[src/rtl/frame_maker_pkg.sv]
// frame_maker_pkg
//   Shared definitions for the CAN error/overload frame generator:
//   the sequencer state encoding and the default bit-length constants.
package frame_maker_pkg;

    localparam int FLAG_LEN_DEF   = 6;  // dominant bits in an error/overload flag
    localparam int DELIM_LEN_DEF  = 8;  // recessive bits in a delimiter
    localparam int INTERM_LEN_DEF = 3;  // recessive bits of intermission
    localparam int CNT_W_DEF      = 4;  // bit-counter width, must hold DELIM_LEN

    typedef enum logic [2:0] {
        IDLE      = 3'd0,
        ERR_FLAG  = 3'd1,
        ERR_WAIT  = 3'd2,
        ERR_DELIM = 3'd3,
        OVL_FLAG  = 3'd4,
        OVL_WAIT  = 3'd5,
        OVL_DELIM = 3'd6,
        INTERM    = 3'd7
    } frame_state_t;

endpackage

[src/rtl/frame_bit_counter.sv]
// frame_bit_counter
//   Bit counter used by the frame sequencer to time flags, delimiters and
//   intermission. Clear wins over enable; atLimit compares against a limit
//   chosen by the sequencer for the current state.
// Ports
//   clk      in   bit-time clock (sample point)
//   reset    in   synchronous, active-high
//   clear    in   load 0 on the next edge
//   enable   in   increment on the next edge
//   limit    in   terminal value for the compare
//   atLimit  out  count == limit (combinational)
module frame_bit_counter #(
    parameter int CNT_W = 4
) (
    input  logic             clk,
    input  logic             reset,
    input  logic             clear,
    input  logic             enable,
    input  logic [CNT_W-1:0] limit,
    output logic             atLimit
);

    logic [CNT_W-1:0] count;

    always_ff @(posedge clk) begin
        if (reset || clear) begin
            count <= '0;
        end else if (enable) begin
            count <= count + 1'b1;
        end
    end

    assign atLimit = (count == limit);

endmodule

[src/rtl/frame_maker_top.sv]
// frame_maker_top
//   CAN error/overload frame generator. Advances one step per bit-time
//   sample point, sequencing error frames (flag, wait, delimiter), overload
//   frames and intermission, and reporting SOF / completed overload frames.
// Ports
//   samplePoint  in   clock, one rising edge per CAN bit sample point
//   reset        in   synchronous, active-high
//   canRX        in   sampled bus level (0 = dominant)
//   frameReady   in   EOF of a data/remote frame just received (used in IDLE)
//   isError      in   request an error frame
//   endOverload  out  1-cycle pulse after the last overload delimiter bit
//   isStart      out  1-cycle pulse on an accepted SOF
//   canTX        out  bit to drive, dominant only during flags
//   debugState   out  current sequencer state
// Handshake: none; every input is a level sampled at each samplePoint edge.
module frame_maker_top
    import frame_maker_pkg::*;
#(
    parameter int FLAG_LEN   = FLAG_LEN_DEF,
    parameter int DELIM_LEN  = DELIM_LEN_DEF,
    parameter int INTERM_LEN = INTERM_LEN_DEF,
    parameter int CNT_W      = CNT_W_DEF
) (
    input  logic       samplePoint,
    input  logic       reset,
    input  logic       canRX,
    input  logic       frameReady,
    input  logic       isError,
    output logic       endOverload,
    output logic       isStart,
    output logic       canTX,
    output logic [2:0] debugState
);

    frame_state_t     state;
    logic             atLimit;
    logic             cntClear;
    logic             cntEnable;
    logic [CNT_W-1:0] cntLimit;
    logic             errAccept;

    // isError is honoured everywhere except inside an error frame, so a
    // held-high request cannot keep restarting the frame it triggered.
    assign errAccept = isError &&
                       (state != ERR_FLAG) && (state != ERR_WAIT) && (state != ERR_DELIM);

    always_comb begin
        cntLimit = '0;
        case (state)
            ERR_FLAG, OVL_FLAG:   cntLimit = CNT_W'(FLAG_LEN - 1);
            ERR_DELIM, OVL_DELIM: cntLimit = CNT_W'(DELIM_LEN - 1);
            INTERM:               cntLimit = CNT_W'(INTERM_LEN - 1);
            default:              cntLimit = '0;
        endcase
    end

    // Counter control mirrors the transitions below: the counter is cleared
    // on every state change. In *_WAIT it sits at 0, so the first recessive
    // bit increments it to 1 and that bit counts as delimiter bit 1.
    always_comb begin
        cntClear  = 1'b1;
        cntEnable = 1'b0;
        if (!errAccept) begin
            case (state)
                ERR_FLAG, OVL_FLAG: begin
                    cntEnable = !atLimit;
                    cntClear  = atLimit;
                end
                ERR_WAIT, OVL_WAIT: begin
                    cntEnable = canRX;
                    cntClear  = 1'b0;
                end
                ERR_DELIM, OVL_DELIM, INTERM: begin
                    cntEnable = canRX && !atLimit;
                    cntClear  = !(canRX && !atLimit);
                end
                default: begin
                    cntEnable = 1'b0;
                    cntClear  = 1'b1;
                end
            endcase
        end
    end

    frame_bit_counter #(.CNT_W(CNT_W)) bitCounter (
        .clk     (samplePoint),
        .reset   (reset),
        .clear   (cntClear),
        .enable  (cntEnable),
        .limit   (cntLimit),
        .atLimit (atLimit)
    );

    always_ff @(posedge samplePoint) begin
        if (reset) begin
            state       <= IDLE;
            endOverload <= 1'b0;
            isStart     <= 1'b0;
        end else begin
            endOverload <= 1'b0;
            isStart     <= 1'b0;
            if (errAccept) begin
                state <= ERR_FLAG;
            end else begin
                case (state)
                    IDLE: begin
                        if (frameReady) begin
                            state <= INTERM;
                        end else if (!canRX) begin
                            isStart <= 1'b1;
                        end
                    end
                    ERR_FLAG:  if (atLimit) state <= ERR_WAIT;
                    OVL_FLAG:  if (atLimit) state <= OVL_WAIT;
                    ERR_WAIT:  if (canRX) state <= ERR_DELIM;
                    OVL_WAIT:  if (canRX) state <= OVL_DELIM;
                    ERR_DELIM: begin
                        if (!canRX) begin
                            state <= ERR_FLAG;
                        end else if (atLimit) begin
                            state <= INTERM;
                        end
                    end
                    OVL_DELIM: begin
                        if (!canRX) begin
                            state <= ERR_FLAG;
                        end else if (atLimit) begin
                            state       <= INTERM;
                            endOverload <= 1'b1;
                        end
                    end
                    INTERM: begin
                        if (!canRX) begin
                            // Dominant on the last intermission bit is a SOF;
                            // earlier it is an overload condition.
                            if (atLimit) begin
                                isStart <= 1'b1;
                                state   <= IDLE;
                            end else begin
                                state <= OVL_FLAG;
                            end
                        end else if (atLimit) begin
                            state <= IDLE;
                        end
                    end
                    default: state <= IDLE;
                endcase
            end
        end
    end

    assign canTX      = !((state == ERR_FLAG) || (state == OVL_FLAG));
    assign debugState = state;

endmodule

[config.mk]
export PLATFORM = sky130hd
export DESIGN_NAME = frame_maker_top
export DESIGN_NICKNAME = d
export VERILOG_FILES = /design/src/rtl/frame_maker_pkg.sv /design/src/rtl/frame_bit_counter.sv /design/src/rtl/frame_maker_top.sv
export SDC_FILE = /design/constraint.sdc
export NUM_CORES = 1
export LEC_CHECK = 0
export BUFFER_PORTS_ARGS = -buffer_cell sky130_fd_sc_hd__buf_2
export CAP_MARGIN = 10
export CORE_ASPECT_RATIO = 0.75
export CORE_MARGIN = 1
export CORE_UTILIZATION = 35
export CTS_CLUSTER_DIAMETER = 50
export DETAILED_ROUTE_END_ITERATION = 8
export SKIP_LAST_GASP = 1
export SLEW_MARGIN = 15
export SYNTH_ARGS = -nofsm -noshare
export SYNTH_HDL_FRONTEND = slang
export SYNTH_HIERARCHICAL = 1
export SYNTH_SLANG_ARGS = --single-unit
[constraint.sdc]
create_clock -name samplePoint -period 3.5 [get_ports samplePoint]
set_input_delay 0.525 -clock samplePoint [delete_from_list [all_inputs] [get_ports samplePoint]]
set_output_delay 0.525 -clock samplePoint [all_outputs]
set_load 0.02 [all_outputs]
Word level (Yosys, flattened, before mapping)
Cells that the tools add are included.
{"block": "totals", "reg_bits": 9, "latchBits": 0, "mem_bits_rw": 0, "romBits": 0, "in_bits": 5, "output_inout_bits": 6, "wordCells": 73, "memories": 0}
{"block": "classes", "addsub": 1, "mul": 0, "div": 0, "order_cmp": 0, "n_eq_ne": 25, "n_shift": 0, "muxes": 22, "bitwise_logic": 2, "n_reduce_logical": 18}
{"operator": "$mux 3", "count": 10}
{"operator": "$pmux 3 s7", "count": 1}
{"operator": "$ne 3x3->1 const B", "count": 6}
{"operator": "$reduce_and 7->1", "count": 2}
{"operator": "$eq 3x3->1 const B", "count": 4}
{"operator": "$ne 2x2->1 const B", "count": 5}
{"operator": "$ne 3x2->1 const B", "count": 3}
{"operator": "$pmux 3 s3", "count": 1}
{"operator": "$reduce_or 2->1", "count": 4}
{"operator": "$mux 1", "count": 7}
{"operator": "$eq 3x2->1 const B", "count": 2}
{"operator": "$pmux 1 s3", "count": 2}
{"operator": "$add 4x1->4 const B", "count": 1}
{"operator": "$eq 4x3->1", "count": 1}
{"operator": "$logic_and 1x1->1", "count": 4}
{"operator": "$ne 4x2->1 const B", "count": 1}
{"operator": "$ne 4x4->1 const B", "count": 1}
{"operator": "$reduce_or 4->1", "count": 1}
{"operator": "$eq 3x1->1 const B", "count": 1}
{"operator": "$logic_not 1->1", "count": 3}
{"operator": "$logic_not 3->1", "count": 1}
{"operator": "$ne 3x1->1 const B", "count": 1}
{"operator": "$reduce_or 3->1", "count": 1}
{"operator": "$logic_or 1x1->1", "count": 2}
{"operator": "2 further kinds", "count": 3}

Depth between registers and ports, before layout
Gate-level depths: netlist of run 1.
{"block": "logic_depth", "word_depth": 10, "depth_mapped": 12, "depth_no_buf": 10}

Modules after synthesis
Netlist of run 1, hierarchy kept.
{"mod": "frame_maker_top", "instances": 1, "cells_per_inst": 67, "area_per_inst_um2": 498.0, "seq_area_each_um2": 100.1}
{"mod": "frame_bit_counter", "instances": 1, "cells_per_inst": 22, "area_per_inst_um2": 219.0, "seq_area_each_um2": 80.1}

Least setup slack after synthesis of run 1
No wires, ideal clock.
{"block": "synth_timing", "path_kind": "register -> register", "start": "register state[0] (netlist: debugState[0])", "end": "register bitCounter.count[3]", "setup_ps": 123, "arrival_ps": 2621, "required_ps": 3377, "path_slack_ps": 756, "stages_incl_launch_ff": 12, "path_buffers": 2, "period_less_slack_ps": 2744, "path_cell_list": "dfxtp_1 -> clkbuf_1 -> xor2_1 -> xor2_1 -> nor4_1 -> buf_2 -> nor2_1 -> a31oi_1 -> o221ai_1 -> a22o_1 -> nand4_1 -> mux2_1"}
{"block": "synth_via", "word_cells_on_any_way": 27, "cone_classes": "11 x eq/ne; 5 x mux; 11 x reduce/logical"}
{"item": "start: declaration", "line_no": "frame_maker_top.sv:35", "rtl": "frame_state_t state;"}
{"item": "start signal: assignment", "line_no": "frame_maker_top.sv:96", "rtl": "state <= IDLE;"}
{"item": "start signal: assignment", "line_no": "frame_maker_top.sv:103", "rtl": "state <= ERR_FLAG;"}
{"item": "start signal: assignment", "line_no": "frame_maker_top.sv:108", "rtl": "state <= INTERM;"}
{"item": "$eq 3x3->1 (tied with other cells)", "line_no": "frame_maker_top.sv:49", "rtl": "case (state)"}
{"item": "$reduce_or 2->1 (on tied branches)"}
{"item": "$pmux 3 s3 *", "line_no": "frame_maker_top.sv:49"}
{"item": "net cntLimit[0]", "line_no": "frame_maker_top.sv:39", "rtl": "logic [CNT_W-1:0] cntLimit;"}
{"item": "$eq 4x3->1 *", "line_no": "frame_bit_counter.sv:33", "rtl": "assign atLimit = (count == limit);"}
{"item": "net atLimit", "line_no": "frame_maker_top.sv:36", "rtl": "logic atLimit;"}
{"item": "$logic_not 1->1 *", "line_no": "frame_maker_top.sv:66, frame_maker_top.sv:74"}
{"item": "$logic_and 1x1->1", "line_no": "frame_maker_top.sv:74", "rtl": "cntEnable = canRX && !atLimit;"}
{"item": "$pmux 1 s3 *", "line_no": "frame_maker_top.sv:64", "rtl": "case (state)"}
{"item": "$mux 1 *", "line_no": "frame_maker_top.sv:63", "rtl": "if (!errAccept) begin"}
{"item": "net cntEnable", "line_no": "frame_maker_top.sv:38", "rtl": "logic cntEnable;"}
{"item": "end signal: assignment", "line_no": "frame_bit_counter.sv:29", "rtl": "count <= count + 1'b1;"}
{"item": "end: declaration", "line_no": "frame_bit_counter.sv:23", "rtl": "logic [CNT_W-1:0] count;"}
The timed path passes the listed nets; every way through them passes the cells marked *.
A chain may end at the register's enable or synchronous reset.

Worst setup path after layout of run 1
Same ends and word-level chain as after synthesis.

==> results of run 1 <==
==> per-stage QoR <==
step	worst slack [ns]	cell area [um2]	hold WS (ns)	utilization
6_report	0.700	813	0.555	0.446
3_3_place_gp	0.744	787	0.554	0.432
2_1_floorplan	0.756	717	0.526	-
4_1_cts	0.684	813	0.560	0.446
5_1_grt	0.398	813	0.564	0.446
3_5_place_dp	0.712	787	0.557	0.432
==> final cells by class <==
type	count	share of cell area
Multi-Input combinational cell	71	0.609
Sequential cell	9	0.222
Tap cell	22	0.0338
Clock buffer	4	0.0323
Inverter	3	0.0138
Timing Repair Buffer	13	0.0892
==> path summary, 6_finish.rpt <==
check | start | to | slack [ns] | cells after the start
max | debugState[0] | bitCounter/count[3] | 0.70 | 11
min | reset | debugState[0] | 0.56 | 3
max reg2reg | debugState[0] | bitCounter/count[3] | 0.70 | 11
min reg2reg | debugState[2] | endOverload | 0.57 | 2
==> worst max-delay path: cells and delay by family, from the launching register on <==
kind / cells / cell delay [ns]
AO/OA/AOI/OAI: 2 / 0.47
XOR/XNOR: 1 / 0.15
buffers and inverters: 1 / 0.16
flip-flops: 1 / 0.68
multiplexers: 1 / 0.33
AND/OR/NAND/NOR: 6 / 0.89
==> sequential cells by signal, summed over array words and instances, names as in the netlist <==
register and count:
bitCounter/count 4, debugState 3, endOverload 1, isStart 1
==> kinds of logic after synthesis <==
kind of cell / synth area share
and+or+nand+nor: 0.269
AOI/OAI and AO/OA: 0.243
DFF: 0.251
buffers and inverters: 0.0576
xor gates and xnor gates: 0.0855
muxes: 0.0716
adders and majority gates: 0.0174
other: 0.00523
==> cell usage in the layout (no fill, tap or decap), drive strengths merged, types with 3 or more instances in the layout <==
cell type	count
clkbuf	4
xor2	6
nor2b	3
a21oi	5
inv	3
mux2i	4
nor2	9
buf	13
dfxtp	9
nand2	5
nand2b	4
nor3	4
==> routing by layer <==
metal | vias up | GRT usage
met5 | - | 0
met2 | 15 | 0.232
met1 | 307 | 0.237
met4 | 0 | 0.0962
met3 | 4 | 0.0778
li1 | 350 | -
==> power breakdown <==
| group | internal (mW) | switching [mW] | leakage [nW] |
|---|---|---|---|
| Combinational | 0.215 | 0.286 | 0.263 |
| Clock | 0.0441 | 0.0394 | 0.0150 |
| Sequential | 0.127 | 0.0488 | 0.0734 |
==> results.py, run 1 <==
metrics = {
    "clocking": {
        "cts_buffer_depth": 2,
        "cts_tree": "done",
        "hold_buffers": 0,
        "cts_max_level": 1,
        "cts_buffers": 3,
        "cts-root-buf": "clkbuf_4",
        "cts_sinks": 9,
        "clk_latency_ns": 0.27,
        "ctsResizeCount": 0,
        "postCtsSetupBuffers": 0,
        "path_clk_slew_ns": 0.06,
    },
    "run_status": {
        "status": "finished, final reports clean",
    },
    "synthesis": {
        "syn_area_um2": 717,
        "ys.flop_type": "dfxtp_1",
        "netlist_instances": 89,
        "synth_nets": 95,
        "ys_ff_latch": 9,
        "synth_edf_count": 0,
        "ys_seq_area_frac": 0.251,
        "synth_area_leaders": "dfxtp_1 (25%), xor2_1 (7.3%), mux2i_1 (5.6%)",
        "synth_area_per_cell_um2": 8.06,
        "ys_warn_count": 6,
        "async_flop_share": 0,
        "synth.top_cell.area_share": 0.251,
        "synth.cells.most_frequent": "dfxtp_1 (9), nor2_1 (9), xor2_1 (6), a21oi_1 (5), nand2_1 (5)",
        "synth_largest_area_cell": "dfxtp_1",
        "ys_types": 41,
    },
    "finish": {
        "syn_to_final_growth_pct": 13.4,
        "n_antenna_cell": 0,
        "layout-drive-gt1-share": 0.200,
        "fin_cells": 122,
        "multiInputGateArea_um2": 495,
        "nFillCells": 200,
        "num-nets-final": 107,
        "regArea_um2": 180,
    },
    "timing": {
        "tightest_slew_ns": 0.575,
        "finClkSkew_ns": 0.00126,
        "timing.final.crit_share": 0.800,
        "hold_viol": 0,
        "setup_viol": 0,
        "slew_headroom": 0.616,
        "fin_crit_ns": 2.80,
        "rsz0062_at_grt": "false",
        "tns_ns": 0,
        "slew_viol_final": 0,
        "fmax_mhz": 357,
    },
    "die": {
        "dieArea_mm2": 0.00224,
        "coreArea_mm2": 0.00182,
        "die_w_um": 54.3,
        "pin_count": 11,
        "initial_core_util": 0.394,
        "rows": 13,
        "die_height_um": 41.2,
    },
    "worst_setup_path": {
        "arrival_ns": 2.95,
        "cp_cell_sequence": "nor2_1, nor2b_1, xor2_1, nor4_1, buf_4, nor2_1, nand2_1, o221ai_1, a22o_1, nand4_1, mux2_1",
        "setup.worst_path.class": "flip-flop to flip-flop",
        "critPathCaptureType": "flip-flop",
        "crit_slowest_cell": "dfxtp_1",
        "worstSetupStartpointType": "flip-flop",
        "max_stage_delay_ns": 0.68,
        "cp_common_cell": "nor2_1",
        "crit_required_ns": 3.65,
        "crit_fanout": 18,
    },
    "global_route": {
        "grt_pass1_vias": 535,
        "grt_pass1_wl_um": 2550,
        "grt_max_degree": 20,
        "grt_antenna_before_repair": 0,
        "overflow": 0,
        "grtUsageTotal": 0.177,
    },
    "drt": {
        "wl_met2_um": 574,
        "wl_met1_um": 851,
        "postRouteAntennaNets": 0,
        "vias": 676,
        "drt_iter0_drc": 8,
        "post_drt_wl_per_cell_um": 12.7,
        "drc": 0,
        "via_per_inst": 5.54,
        "first_pass_iters": 4,
        "wl_met3_um": 93,
        "finalWirelength_um": 1550,
        "dr.max_layer_used": "met4",
    },
    "place": {
        "dp_cells": 118,
        "port_buffers": 10,
        "dp.final_hpwl_um": 1140,
        "place.gp.congestion": 0.790,
    },
    "worst_hold_path": {
        "hold_class": "primary input to flip-flop",
    },
    "power_and_ir_drop": {
        "p_leak_nw": 0.351,
        "pwr_density_cell_mw_per_mm2": 934,
        "ir_drop_mv": 0.483,
        "power_mw": 0.760,
    },
    "job": {
        "drv_cap": 0,
    },
}
(Power assumes the default switching activity.)
==> run 2, diff against run 1 <==
Clock period 3.5 ns to 2.5 ns, I/O delays scaled along.
==> run 2 against run 1 <==
Flip-flop and latch count unchanged. Count of clock-buffer cells in the layout did not move. Die area unchanged. Highest routed layer unchanged. Combinational power rose by 68%. Clock skew about the same. Sequential power grew 31%. Total power up 55%. Hold slack worse by 0.13 ns. Non-clock buffer count rose by 4. Fmax is 19% higher. Via count up 1.5%. Critical endpoint unchanged.
==> results.py, run 2 (synthesized netlist as in run 1, its figures left out) <==
metrics = {
    "run_status": {
        "status": "finished, final reports clean",
    },
    "place": {
        "place.gp.congestion": 0.816,
        "dp_cells": 121,
        "dp.final_hpwl_um": 1190,
        "port_buffers": 10,
    },
    "drt": {
        "wl_met3_um": 72,
        "finalWirelength_um": 1580,
        "via_per_inst": 5.44,
        "vias": 686,
        "wl_met2_um": 666,
        "wl_met1_um": 834,
        "drc": 0,
        "dr.max_layer_used": "met4",
        "postRouteAntennaNets": 0,
        "first_pass_iters": 4,
        "post_drt_wl_per_cell_um": 12.6,
        "drt_iter0_drc": 22,
    },
    "worst_setup_path": {
        "worstSetupStartpointType": "flip-flop",
        "rr_startpoint": "debugState[0]",
        "r2r.worst_path.cells": 10,
        "crit_fanout": 8,
        "reg2reg_slack_ns": 0.15,
        "arrival_ns": 2.50,
        "critPathCaptureType": "flip-flop",
        "crit_required_ns": 2.64,
        "setup.worst_path.class": "flip-flop to flip-flop",
        "timing.rr.end": "bitCounter/count[3]",
    },
    "clocking": {
        "clk_latency_ns": 0.25,
        "cts_buffer_depth": 2,
        "hold_buffers": 0,
        "cts-root-buf": "clkbuf_4",
        "cts_sinks": 9,
        "cts_tree": "done",
        "path_clk_slew_ns": 0.06,
        "cts_buffers": 3,
        "cts_max_level": 1,
    },
    "worst_hold_path": {
        "hold_class": "primary input to flip-flop",
        "holdCritStartpoint": "reset",
        "holdPathStages": 3,
        "min_to": "debugState[0]",
    },
    "finish": {
        "regArea_um2": 184,
        "num-nets-final": 111,
        "top_register": "bitCounter/count",
        "fin_cells": 126,
        "multiInputGateArea_um2": 522,
        "syn_to_final_growth_pct": 21.8,
        "nFillCells": 200,
        "largest_reg_flops": 4,
        "layout-drive-gt1-share": 0.298,
        "final_cell_mix": "buf_2 (10), nor2_1 (8), buf_4 (7), dfxtp_1 (6)",
        "n_antenna_cell": 0,
        "mostFrequentLayoutCell": "buf_2",
    },
    "power_and_ir_drop": {
        "p_leak_nw": 0.375,
        "pwr-share-comb": 0.714,
        "ir_drop_mv": 0.711,
        "pwr_density_cell_mw_per_mm2": 1350,
        "power.share.clock": 0.092,
        "power_switching_mw": 0.561,
        "p_sw_frac": 0.476,
        "p_seq_frac": 0.194,
        "p_int_mw": 0.617,
    },
    "die": {
        "die_height_um": 41.2,
        "die_w_um": 54.3,
        "initial_core_util": 0.394,
        "pin_count": 11,
        "rows": 13,
        "coreArea_mm2": 0.00182,
        "dieArea_mm2": 0.00224,
    },
    "job": {
        "drv_cap": 0,
    },
    "timing": {
        "setup_viol": 0,
        "timing.final.crit_share": 0.942,
        "slew_viol_final": 0,
        "fin_crit_ns": 2.35,
        "hold_viol": 0,
        "rsz0062_at_grt": "false",
        "tns_ns": 0,
        "fmax_mhz": 425,
        "finClkSkew_ns": 0.00110,
    },
    "global_route": {
        "grtUsageTotal": 0.178,
        "overflow": 0,
        "grt_max_degree": 23,
        "grt_pass1_vias": 583,
        "grt_pass1_wl_um": 2680,
        "grt_antenna_before_repair": 0,
    },
}
## run 2: cell type report
class,instances,area share
Multi-Input combinational cell,71,0.597
Sequential cell,9,0.211
Timing Repair Buffer,17,0.117
Tap cell,22,0.0315
Clock buffer,4,0.0301
Inverter,3,0.0129
## run 2: critical path, stage by stage (launching register included)
cell and delay [ns]:
dfxtp_2 0.36, xor2_4 0.20, xor2_1 0.14, nor4_1 0.27
buf_4 0.20, nor2_1 0.06, a31oi_1 0.16, o221ai_1 0.14
a22o_2 0.28, nand4_1 0.10, mux2_1 0.32
## run 2: per-stage QoR
stage	utilization	area, um2	power (mW)	hold WS (ns)	setup WS (ns)
6_report	0.479	873	1.18	0.423	0.146
3_3_place_gp	0.451	821	1.01	0.566	0.156
3_5_place_dp	0.451	821	1.01	0.561	0.114
4_1_cts	0.465	847	1.13	0.424	0.103
5_1_grt	0.479	873	1.29	0.427	0.000851
2_1_floorplan	-	729	0.819	0.515	0.0495
## run 2: power groups by stage
| stage | clock, mW | combinational (mW) | sequential, mW |
|---|---|---|---|
| 3_5_place_dp | 0 | 0.793 | 0.222 |
| 4_1_cts | 0.115 | 0.794 | 0.219 |
| 5_1_grt | 0.124 | 0.930 | 0.237 |
| 2_1_floorplan | 0 | 0.564 | 0.255 |
| 3_3_place_gp | 0 | 0.783 | 0.223 |
| 6_report | 0.108 | 0.841 | 0.229 |
## run 2: repair_timing
action / in CTS / in global routing
setup endpoints to repair: 0 / 4
setup buffers: 0 / 1
gates resized for setup: 0 / 4
## run 2: how the worst max path moves through the flow
stage | from | endpoint | cells past startpoint
global route | debugState[0] | bitCounter/count[3] | 10
detailed placement | debugState[0] | bitCounter/count[3] | 11
CTS | debugState[0] | bitCounter/count[3] | 11
floorplan | debugState[1] | bitCounter/count[3] | 11
finish | debugState[0] | bitCounter/count[3] | 10
global placement | debugState[0] | bitCounter/count[3] | 11
## run 2: per-layer routing
layer,vias up,GRT usage
met4,0,0.0385
met5,-,0
met1,311,0.252
met3,2,0.0778
met2,17,0.241
li1,356,-
